$ cat config.mk
export PLATFORM = sky130hd
export DESIGN_NAME = rll_key_loader
export DESIGN_NICKNAME = d
export VERILOG_FILES = /design/src/rtl/rll_key_loader.sv
export SDC_FILE = /design/constraint.sdc
export NUM_CORES = 1
export LEC_CHECK = 0
export CORE_UTILIZATION = 34
export CTS_CLUSTER_SIZE = 12
export DETAILED_ROUTE_END_ITERATION = 12
export PLACE_DENSITY = 0.58
export SLEW_MARGIN = 20
export SYNTH_ARGS = -nofsm -noshare
export SYNTH_HDL_FRONTEND = slang
export SYNTH_SLANG_ARGS = --single-unit
$ cat constraint.sdc
create_clock -name clk -period 3.4 [get_ports clk]
set_clock_uncertainty 0.1 [all_clocks]
set_input_delay 1.02 -clock clk [delete_from_list [all_inputs] [get_ports clk]]
set_output_delay 1.02 -clock clk [all_outputs]
set_load 0.005 [all_outputs]
$ cat src/rtl/rll_key_loader.sv
// Serial key loader for RLL-locked netlists: assembles an even-parity framed key,
// drives it on the key bus once checked, and locks out after repeated failed loads.
module rll_key_loader #(
  parameter int unsigned KEY_WIDTH = 16,
  parameter int unsigned MAX_FAILS = 3,
  parameter int unsigned TIMEOUT   = 64
) (
  input  logic                             clk,
  input  logic                             rst,
  input  logic                             start,
  input  logic                             ser_valid,
  input  logic                             ser_data,
  output logic                             ser_ready,
  output logic [KEY_WIDTH-1:0]             key_out,
  output logic                             key_valid,
  output logic                             busy,
  output logic                             error,
  output logic                             lockout,
  output logic [$clog2(MAX_FAILS+1)-1:0]   fail_count
);

  localparam int unsigned FcW = $clog2(MAX_FAILS + 1);
  localparam int unsigned BcW = $clog2(KEY_WIDTH + 2);
  localparam int unsigned TcW = $clog2(TIMEOUT + 1);

  typedef enum logic [2:0] {StIdle, StLoad, StCheck, StActive, StLockout} state_e;

  state_e             state;
  logic [KEY_WIDTH:0] shreg;
  logic [BcW-1:0]     bit_cnt;
  logic [TcW-1:0]     tmo_cnt;

  logic           accept;
  logic           fail_now;
  logic [FcW-1:0] fc_inc;

  always_comb begin
    accept   = (state == StLoad) && ser_valid && ser_ready;
    fc_inc   = fail_count + FcW'(1);
    fail_now = ((state == StLoad) && !accept && (tmo_cnt == TcW'(TIMEOUT - 1))) ||
               ((state == StCheck) && (^shreg));
  end

  always_ff @(posedge clk) begin
    if (rst) begin
      state      <= StIdle;
      shreg      <= '0;
      bit_cnt    <= '0;
      tmo_cnt    <= '0;
      key_out    <= '0;
      key_valid  <= 1'b0;
      ser_ready  <= 1'b0;
      busy       <= 1'b0;
      error      <= 1'b0;
      lockout    <= 1'b0;
      fail_count <= '0;
    end else begin
      error <= 1'b0;
      unique case (state)
        StIdle, StActive: begin
          if (start) begin
            state     <= StLoad;
            shreg     <= '0;
            bit_cnt   <= '0;
            tmo_cnt   <= '0;
            key_out   <= '0;
            key_valid <= 1'b0;
            ser_ready <= 1'b1;
            busy      <= 1'b1;
          end
        end
        StLoad: begin
          if (accept) begin
            // Shift in from the top so the first bit ends up at index 0.
            shreg   <= {ser_data, shreg[KEY_WIDTH:1]};
            bit_cnt <= bit_cnt + BcW'(1);
            tmo_cnt <= '0;
            if (bit_cnt == BcW'(KEY_WIDTH)) begin
              state     <= StCheck;
              ser_ready <= 1'b0;
            end
          end else begin
            tmo_cnt <= tmo_cnt + TcW'(1);
          end
        end
        StCheck: begin
          if (!(^shreg)) begin
            state      <= StActive;
            key_out    <= shreg[KEY_WIDTH-1:0];
            key_valid  <= 1'b1;
            fail_count <= '0;
            busy       <= 1'b0;
          end
        end
        StLockout: begin
        end
        default: state <= StIdle;
      endcase

      // Shared failure path for load timeout and bad parity.
      if (fail_now) begin
        error      <= 1'b1;
        fail_count <= fc_inc;
        ser_ready  <= 1'b0;
        busy       <= 1'b0;
        key_out    <= '0;
        key_valid  <= 1'b0;
        if (fc_inc == FcW'(MAX_FAILS)) begin
          state   <= StLockout;
          lockout <= 1'b1;
        end else begin
          state <= StIdle;
        end
      end
    end
  end

endmodule
* Word-level counts from Yosys, hierarchy flattened
Index checks and enable logic that the tools add are counted.
** Storage, ports and cells
- Register bits :: 55
- Bits in latches :: 0
- RAM bits :: 0
- Bits in read-only memories :: 0
- Input bits :: 5
- Output and inout bits :: 23
- Logic and storage cells :: 84
- Memories :: 0
** Cells by class
- $add $sub $neg :: 3
- Multipliers :: 0
- Div/mod/pow operators :: 0
- Magnitude comparators :: 0
- Equality and inequality tests :: 17
- Shift operators :: 0
- Muxes and demuxes :: 32
- Bitwise operators :: 0
- Reduce and logical (&&, ||, !) cells :: 21
** Operators by type and width (number)
- $mux W17 :: 2
- $pmux W17 S2 :: 1
- $mux W16 :: 2
- $pmux W16 S2 :: 1
- $mux W3 :: 6
- $reduce_xor A17 Y1 :: 1
- $mux W7 :: 2
- $pmux W7 S2 :: 1
- $pmux W3 S4 :: 1
- $mux W5 :: 2
- $ne A2 B2 Y1 const B :: 5
- $pmux W5 S2 :: 1
- $ne A3 B3 Y1 const B :: 3
- $add A7 B1 Y7 const B :: 1
- $eq A7 B6 Y1 const B :: 1
- $mux W1 :: 7
- $eq A3 B2 Y1 const B :: 2
- $mux W2 :: 3
- $pmux W1 S2 :: 3
- $reduce_and A2 Y1 :: 3
- $reduce_and A3 Y1 :: 2
- $reduce_bool A2 Y1 :: 3
- $add A5 B1 Y5 const B :: 1
- $eq A5 B5 Y1 const B :: 1
- 13 further kinds :: 18

* Logic depth before layout (Yosys ltp)
Gate-level depths: netlist (run 1).
- Depth after elaboration :: 9
- Depth in mapped cells :: 8

* Worst setup path after synthesis (run 1)
No wires, ideal clock.
- Path type :: input to register
- Start point :: in ser_valid
- End point :: reg key_out[0]
- Library setup time :: 0.117 ns
- Arrival :: 2.310 ns
- Required time :: 3.183 ns
- Setup slack :: 0.873 ns
- Cell stages on the path :: 7
- Path through :: and2_1 -> or4_4 -> buf_6 -> nand3b_4 -> a21oi_4 -> buf_6 -> a22o_1
** On the way
- Longest elaborated chain between the ends :: 7
** RTL lines
- start: declaration :: RTL line 11 : input logic ser_valid,
- $logic_and A1 B1 Y1 (2 in series) :: RTL line 38 : accept = (state == StLoad) && ser_valid && ser_ready;
- $logic_not A1 Y1 :: RTL line 40 : fail_now = ((state == StLoad) && !accept && (tmo_cnt == TcW'(TIMEOUT - 1))) ||
- $logic_and A1 B1 Y1 (2 in series) :: RTL line 40
- $logic_or A1 B1 Y1 :: RTL line 40
- $reduce_or A2 Y1 (no line)
- end signal: assignment :: RTL line 89 : key_out <= shreg[KEY_WIDTH-1:0];
- end: declaration :: RTL line 14 : output logic [KEY_WIDTH-1:0] key_out,
No other way between the ends.
A chain may end at the register's enable or synchronous reset.

* Worst setup path in the final report (run 1)
- Start point :: in ser_valid
- End point :: reg key_valid
** On the way
- Longest elaborated chain between the ends :: 7
** RTL lines
- $logic_and A1 B1 Y1 (2 in series) :: RTL line 38
- $logic_not A1 Y1 :: RTL line 40
- $logic_and A1 B1 Y1 (2 in series) :: RTL line 40
- $logic_or A1 B1 Y1 :: RTL line 40
- $reduce_or A2 Y1 (no line)
- end signal: assignment :: RTL line 51 : key_valid <= 1'b0;
- end signal: assignment :: RTL line 67 : key_valid <= 1'b0;
- end signal: assignment :: RTL line 90 : key_valid <= 1'b1;
- end: declaration :: RTL line 15 : output logic key_valid,
No other way between the ends.

==> results by stage, run 1 <==
Drt:
- For this block, the via count after detailed routing is between 1500 and 2000.
- Wires add up to 4670 um.
- After detailed routing, the number of remaining DRC violations is 0.
- Once detail routing completed, the nets flagged for antenna violations numbered 0.
- In this run, the number of DRC markers left after iteration 0 of detailed routing was roughly 140.
- In the routed layout, each cell is associated on average with a via count of 4.84.
- For this run, the detailed router's first-pass iteration total came to 4.
- The wire length per cell after detailed routing is 12.7 um.

Final layout:
- Excluding fillers, the count of instances in the completed layout stands at approximately 370.
- In the final layout, flip-flops and latches occupy 1100 um^2.
- The number of antenna diodes in the final layout is 0.
- Leaving out fill and tap cells, the most frequent cells in the layout are sky130_fd_sc_hd__dfxtp_1 (55), sky130_fd_sc_hd__nor2_1 (28), sky130_fd_sc_hd__clkdlybuf4s50_1 (27), sky130_fd_sc_hd__a21oi_1 (20), sky130_fd_sc_hd__a22o_1 (16).
- The combined area of the multi-input logic cells is between 1000 and 1500 um^2.
- For this run, the share of the core covered by cells in the final layout is 42.1%.
- Of the cells placed in the final design, the portion with a size suffix greater than 1 is 7.75%.
- Counting the fill cells in the layout gives 690.
- The final layout contains 279 nets.
- The library cell used most frequently in the layout, excluding fill and tap cells, is sky130_fd_sc_hd__dfxtp_1.
- The post-synthesis to final-layout area growth is 19.0%.

Power:
- The design draws between 1 and 1.5 mW.
- The peak ir drop on the vdd network is 0.000227 V.
- In this run the static leakage power is ~1.0 nW.
- The net switching power is 289 uW.
- The share of total power dissipated in the clock network is 33.6%.
- The switching share of power is 25.6%.
- The share of power burned in registers is 58.0%.
- The power per standard cell area is slightly below 400 nW/um^2.
- The part of the power in combinational logic is 8.4%.
- Cell internal power was estimated by the tool at between 800 and 900 uW.

Floorplanning:
- The vertical die dimension is 86.3 um.
- Row generation in the floorplan step produced 30 rows.
- The floorplan step defined a die boundary enclosing 7450 um^2.
- Measured along the x axis, the die boundary spans around 86 um.
- The total core area is 6830 um^2.
- The initial core utilization is 35.4%.
- The number of top-level pins is 28.

CTS:
- The clock tree root buffer cell is sky130_fd_sc_hd__clkbuf_8.
- The tree built by TritonCTS fans out to 55 sinks.
- TritonCTS built the clock tree.
- The total number of H-tree levels is 2.
- The number of setup buffers added after CTS is 0.
- The clock buffer count from CTS is 5.
- Once the clock tree was built, the resizer swapped 0 gates to a different size.
- For the worst-skew pair, the clock arrives at the later sink with an insertion delay of approximately 0.31 ns.
- In this run, post-CTS hold repair placed 0 buffers.
- Clock-pin slew was measured on the worst setup and hold paths at 0.10 ns.
- The buffer levels on the longest clock path is 2.

STA:
- The share of the clock period used by the worst path after layout is 79.3%.
- Summed over all failing endpoints, the final setup total negative slack is 0 ns.
- Setup repair after global routing left no endpoint under its margin.
- The setup slack of the critical path after layout is ~0.7 ns.
- The final setup violation count is 0.
- The remaining max-slew budget at the tightest pin is a little under three fifths.
- The clock period minus worst slack is 2.69 ns.
- The transition time at the pin with the least slew margin is 0.673 ns.
- The number of pins with negative max-slew slack in the final report is 0.
- The upper clock frequency limit is 371 MHz.
- The count of endpoints failing hold in the final timing report came to 0.

GRT:
- Entering global routing, the biggest net connects 29 pins.
- The global route total overflow is 0.
- The via count of the first global-routing pass is 1608.
- The initial antenna violation count is 0.
- The first global-routing pass estimated 7750 um of wire.
- The overall routing resource usage is a little over an eighth.

Worst setup path:
- The setup path with the least slack is of type input port to flip-flop.
- The kind of cell with the highest combined delay along the critical path is simple AND/OR/NAND/NOR gates.
- The top fanout value on the critical path is 10.
- The path length in cells of the critical path is 6.
- The worst-case reg-to-reg path depth is 5.
- The critical path launch point type is an input port.
- The endpoint arrival time on the critical path is 2.80 ns.
- STA classifies the critical path endpoint as a flip-flop.
- The number of buffers and inverters on the critical path is 1.
- STA puts the critical path data required time at 3.50 ns.
- The critical path goes through clkdlybuf4s50_1 > and2_1 > or4_4 > nand3b_4 > nor3b_1 > or2_2.
- The longest individual stage delay on the worst path is approximately 0.64 ns.
- The cell with the biggest individual delay on the critical path is sky130_fd_sc_hd__or4_4.

Synth:
- The average instance area after synthesis is 9.91 um^2.
- The number of enable flip-flop cells after synthesis is 0.
- The most used flip-flop cell after synthesis is sky130_fd_sc_hd__dfxtp_1.
- The share of Yosys cell area claimed by the top area cell type is 45.5%.
- The post-synthesis instance area is 2420 um^2.
- The number of storage elements in the synthesis netlist is 55.
- The number of instances in the synthesized netlist is 244.
- Summing the sequential cell areas from Yosys gives between 40% and 50% of the chip area.
- The Yosys step of the flow raised 0 warnings.
- The async set or reset register ratio after synthesis is 0%.
- The count of distinct cell types in the synthesized netlist is 47.
- By area the synthesized netlist is led by sky130_fd_sc_hd__dfxtp_1 (46%), sky130_fd_sc_hd__a22o_1 (5.8%), sky130_fd_sc_hd__mux2i_1 (4.6%).
- The leading area contributor after synthesis is sky130_fd_sc_hd__dfxtp_1.
- Synthesis produced a netlist with a net count of about 250.

Min path:
- The path type of the worst min-delay path is flip-flop to flip-flop.
- The instance count along the most critical hold path is 2.

Placed design:
- The detailed placement HPWL is 3190 um.
- The final weighted congestion in routability-driven placement is 0.800.
- The pre-CTS worst setup slack is 0.402 ns.
- In this run the tool buffered the top-level ports with 27 buffer cells.
- In this run, placement finished with an instance count of 359.

Run:
- The tool flagged a number of max-cap violations equal to 0.

Status:
- The run finished with clean final reports.
==> routing by layer <==
layer,GRT usage (%),part of all wire (%),up-vias
met5,0,0,-
met4,5.00,0.99,0
met3,2.86,4.2,5
met2,19.0,45,30
met1,19.5,50,818
li1,-,-,924
==> power by group through the flow <==
stage	registers (mW)	logic [mW]	clock network [mW]
floorplan	0.668	0.0650	0
global placement	0.670	0.0962	0
detailed placement	0.669	0.0957	0
CTS	0.655	0.0960	0.396
global route	0.656	0.104	0.420
finish	0.655	0.0950	0.380
==> flip-flops by register name, summed over array words and instances (netlist names), 2 cells and up <==
signal / cells
state: 3
tmo_cnt: 7
fail_count: 2
bit_cnt: 5
shreg: 17
key_out: 16
==> cell usage after synthesis (2+ instances only) <==
master,count
sky130_fd_sc_hd__a211oi_1,2
sky130_fd_sc_hd__a21oi_1,20
sky130_fd_sc_hd__a22o_1,16
sky130_fd_sc_hd__a311oi_1,4
sky130_fd_sc_hd__and2_1,3
sky130_fd_sc_hd__buf_2,2
sky130_fd_sc_hd__buf_6,3
sky130_fd_sc_hd__clkbuf_1,5
sky130_fd_sc_hd__dfxtp_1,55
sky130_fd_sc_hd__ha_1,4
sky130_fd_sc_hd__inv_1,7
sky130_fd_sc_hd__mux2i_1,11
sky130_fd_sc_hd__nand2_1,10
sky130_fd_sc_hd__nand2b_1,8
sky130_fd_sc_hd__nand3_1,11
sky130_fd_sc_hd__nand3b_1,3
sky130_fd_sc_hd__nand4_1,2
sky130_fd_sc_hd__nor2_1,28
sky130_fd_sc_hd__o21ai_0,9
sky130_fd_sc_hd__or2_2,2
sky130_fd_sc_hd__or2b_1,2
sky130_fd_sc_hd__xnor2_1,8
sky130_fd_sc_hd__xnor3_1,3
sky130_fd_sc_hd__xor2_1,3
==> worst min-delay path: stages, from the launching register on <==
cell and delay [ns]:
sky130_fd_sc_hd__dfxtp_1 0.32, sky130_fd_sc_hd__o21ai_0 0.06, sky130_fd_sc_hd__a21oi_1 0.06
==> layout make-up <==
cell class	instances	share of cell area, %
Tap cell	96	4.17
Sequential cell	55	38.2
Clock buffer	5	2.39
Multi-Input combinational cell	172	43.1
Clock inverter	3	0.869
Timing Repair Buffer	29	10.3
Inverter	7	0.913
==> path summary, 6_finish.rpt <==
| check | slack (ns) | end | startpoint |
|---|---|---|---|
| worst max-delay path | 0.71 | key_valid$_SDFFE_PP0P_ | ser_valid |
| worst min-delay path | 0.38 | tmo_cnt[6]$_SDFFE_PP0P_ | tmo_cnt[6]$_SDFFE_PP0P_ |
| worst max register to register | 1.02 | key_out[15]$_SDFFE_PP0P_ | shreg[12]$_SDFFE_PP0P_ |
| worst min register to register | 0.38 | tmo_cnt[6]$_SDFFE_PP0P_ | tmo_cnt[6]$_SDFFE_PP0P_ |
==> logic make-up (layout without fill, tap and decap cells) <==
| family | count (synthesis) | in the layout | share of synthesized area, % |
|---|---|---|---|
| AND/OR/NAND/NOR | 82 | 82 | 19.0 |
| XOR/XNOR | 15 | 15 | 7.76 |
| buffers and inverters | 17 | 44 | 3.67 |
| multiplexers | 11 | 11 | 4.55 |
| AO/OA/AOI/OAI | 60 | 60 | 17.4 |
| flip-flops | 55 | 55 | 45.5 |
| adder cells (fa/ha/maj) | 4 | 4 | 2.07 |
==> per-stage QoR <==
| stage | hold WS, ns | area [um^2] |
|---|---|---|
| floorplan | 0.348 | 2420 |
| global placement | 0.355 | 2790 |
| detailed placement | 0.360 | 2790 |
| CTS | 0.377 | 2880 |
| global route | 0.393 | 2880 |
| finish | 0.380 | 2880 |
Power figures use the tool's default switching activity.
==> inputs of run 2 (changes only) <==
--- a/config.mk
+++ b/config.mk
@@ -8,7 +8,7 @@
 export CORE_UTILIZATION = 34
 export CTS_CLUSTER_SIZE = 12
 export DETAILED_ROUTE_END_ITERATION = 12
-export PLACE_DENSITY = 0.58
+export PLACE_DENSITY = 0.6
 export SLEW_MARGIN = 20
 export SYNTH_ARGS = -nofsm -noshare
 export SYNTH_HDL_FRONTEND = slang
==> constraint.sdc (replaced) <==
create_clock -name clk -period 2.3 [get_ports clk]
set_clock_uncertainty 0.1 [all_clocks]
set_input_delay 0.69 -clock clk [delete_from_list [all_inputs] [get_ports clk]]
set_output_delay 0.69 -clock clk [all_outputs]
set_load 0.005 [all_outputs]
==> run 2 against run 1 <==
  * Total power up 52%
  * Clock power up 52%
  * Clock-buffer cell count unchanged
  * Critical endpoint unchanged
  * Flip-flop and latch count unchanged
  * Wire length up 5.1%
  * Cell area up 4.8%
  * Combinational power up 75%
  * First-iteration DRC count down 32%
  * Critical path depth unchanged
==> results by stage, run 2 (synthesis gave the netlist of run 1 again) <==
Drt:
- The first routing iteration left 93 violations.
- In the final routed layout, each cell accounts on average for 12.9 um.
- The total detailed-routing wirelength is a little under 5000 um.
- The first detailed-routing pass took 4 iterations.
- The routed layout has 1864 vias.
- In the routed layout, each cell is associated on average with a via count of 4.91.
- The detail route stage leaves a number of antenna-violating nets equal to 0.
- The post-route DRC violation count is 0.

Floorplanning:
- The total area inside the core boundary comes to 6830 um^2.
- The vertical die dimension is 86.3 um.
- The width of the die is ~86 um.
- The initial core utilization is 35.4%.
- The number of top-level pins is 28.
- The die area is 7450 um^2.
- In this run the core area contains 30 standard-cell rows.

Power:
- The leakage power is about 1.1 nW.
- The power per standard cell area is 567 nW/um^2.
- The peak ir drop on the vdd network is 0.000288 V.
- After layout, the design draws a total of 1.71 mW.

CTS:
- The TritonCTS clock tree is yes.
- Clock tree synthesis found a total of between 50 and 60 sinks.
- In this run the post-CTS setup repair buffer count came out at 0.
- The clock tree root buffer cell is sky130_fd_sc_hd__clkbuf_8.
- The clock latency at the later pin of the worst-skew pair is between 0.3 and 0.4 ns.
- Counting the buffers created by CTS gives 5.
- CTS built an H-tree with a depth of 2.
- The clock edge transition at the registers on the reported setup and hold paths is 0.10 ns.
- Gates resized during post-CTS repair numbered 0.
- The buffer levels on the longest clock path is 2.
- The count of hold buffers inserted by post-cts repair is 0.

GRT:
- The overall routing resource usage is 14.1%.
- The via count of the first global-routing pass is 1722.
- The wire length of the first global-routing pass is between 8000 and 9000 um.
- The initial antenna violation count is 0.
- Entering global routing, the biggest net connects 25 pins.
- The global route total overflow is 0.

STA:
- The remaining max-slew budget at the tightest pin is 64.9%.
- The count of endpoints failing hold in the final timing report came to 0.
- In the final timing run, aggregate negative setup slack is 0 ns.
- The number of pins with negative max-slew slack in the final report is 0.
- Setup repair after global routing left no endpoint under its margin.
- After layout, the minimum clock period comes to ~2.2 ns.
- At the pin with the least slew margin, the transition time is 0.520 ns.
- The setup slack of the critical path after layout is 0.0692 ns.
- The share of the clock period used by the worst path after layout is 97.0%.
- The final setup violation count is 0.
- The upper clock frequency limit is 448 MHz.

Final layout:
- More flip-flops sit in one register than any other, and that register is shreg.
- Counting the fill cells in the layout gives 690.
- The share of the core filled with cells in the final layout is 44.2%.
- The library cells used most frequently in the layout, excluding fill and tap cells, are sky130_fd_sc_hd__dfxtp_1 (55), sky130_fd_sc_hd__nor2_1 (28), sky130_fd_sc_hd__clkdlybuf4s50_1 (27), sky130_fd_sc_hd__a21oi_1 (20), sky130_fd_sc_hd__a22o_1 (16).
- The library cell used most frequently in the layout, excluding fill and tap cells, is sky130_fd_sc_hd__dfxtp_1.
- The number of inserted diodes is 0.
- After the last flow step, the layout net total stands at 292.
- The post-synthesis to final-layout area growth is 24.7%.
- In the final layout, the registers with the most flip-flops are shreg (17), key_out (16), tmo_cnt (7).
- The number of flip-flops in the largest register is 17.
- The proportion of layout cells with a drive suffix above 1 is 12.0%.

Run:
- The number of violations of the max-capacitance limit is 0.

Placed design:
- Detailed placement ended at an HPWL of around 3400 um.
- The count of port buffers added during placement is 27.
- Before CTS, the worst setup slack after placement is -0.270 ns.
- The final weighted congestion in routability-driven placement is between 0.7 and 0.8.

Status:
- The run finished with clean final reports.

Worst setup path:
- The type of the setup path with the least slack is input port to flip-flop.
- The critical path launch point type is an input port.
- The endpoint arrival time on the critical path is 2.35 ns.
- Of all nets on the critical path, the largest fanout is 7.
- The worst endpoint required time is 2.41 ns.
- STA classifies the critical path endpoint as a flip-flop.
- Measured in cells, the most critical reg-to-reg path has a length of 6.

Min path:
- The instance count along the most critical hold path is 1.
- The worst hold path belongs to the class flip-flop to flip-flop.
run 2: per-stage QoR:
step	hold slack, ns	instances	instance area (um^2)
2_1_floorplan	0.348	244	2420
5_1_grt	0.411	380	3020
3_5_place_dp	0.353	372	2920
4_1_cts	0.389	380	3020
3_3_place_gp	0.356	372	2920
6_report	0.386	380	3020
run 2: area by class of cell:
class | count | area (um^2) | share of cell area (%)
clock buffers | 5 | 68.8 | 2.28
inverters | 7 | 26.3 | 0.871
well taps | 96 | 120 | 3.98
clock inverters | 3 | 27.5 | 0.912
multi-input cells | 172 | 1240 | 41.1
repair buffers | 42 | 433 | 14.4
flip-flops and latches | 55 | 1100 | 36.5
run 2: final timing paths:
path | slack [ns] | start | to
hold reg to reg | 0.39 | key_out[14]$_SDFFE_PP0P_ | key_out[14]$_SDFFE_PP0P_
setup / recovery | 0.07 | ser_valid | key_valid$_SDFFE_PP0P_
setup reg to reg | 0.16 | shreg[11]$_SDFFE_PP0P_ | key_out[11]$_SDFFE_PP0P_
hold / removal | 0.39 | key_out[14]$_SDFFE_PP0P_ | key_out[14]$_SDFFE_PP0P_
run 2: per-layer routing:
layer | share of wire [%] | track usage [%] | vias up
met2 | 44 | 21.8 | 24
met5 | 0 | 0 | -
met1 | 51 | 18.7 | 880
met4 | 1.7 | 6.36 | 0
met3 | 3.6 | 3.24 | 7
li1 | - | - | 953
run 2: report_power, final:
group	leakage (nW)	internal [mW]	switching [mW]	total, mW
Clock	0.0467	0.226	0.351	0.577
Sequential	0.444	0.959	0.00800	0.967
Combinational	0.622	0.0792	0.0870	0.166
run 2: critical path, stage by stage:
cell                              delay, ns
sky130_fd_sc_hd__clkdlybuf4s50_1       0.43
sky130_fd_sc_hd__and2_1                0.18
sky130_fd_sc_hd__or4_4                 0.60
sky130_fd_sc_hd__nand3b_4              0.13
sky130_fd_sc_hd__nor3b_1               0.05
sky130_fd_sc_hd__or2_2                 0.27
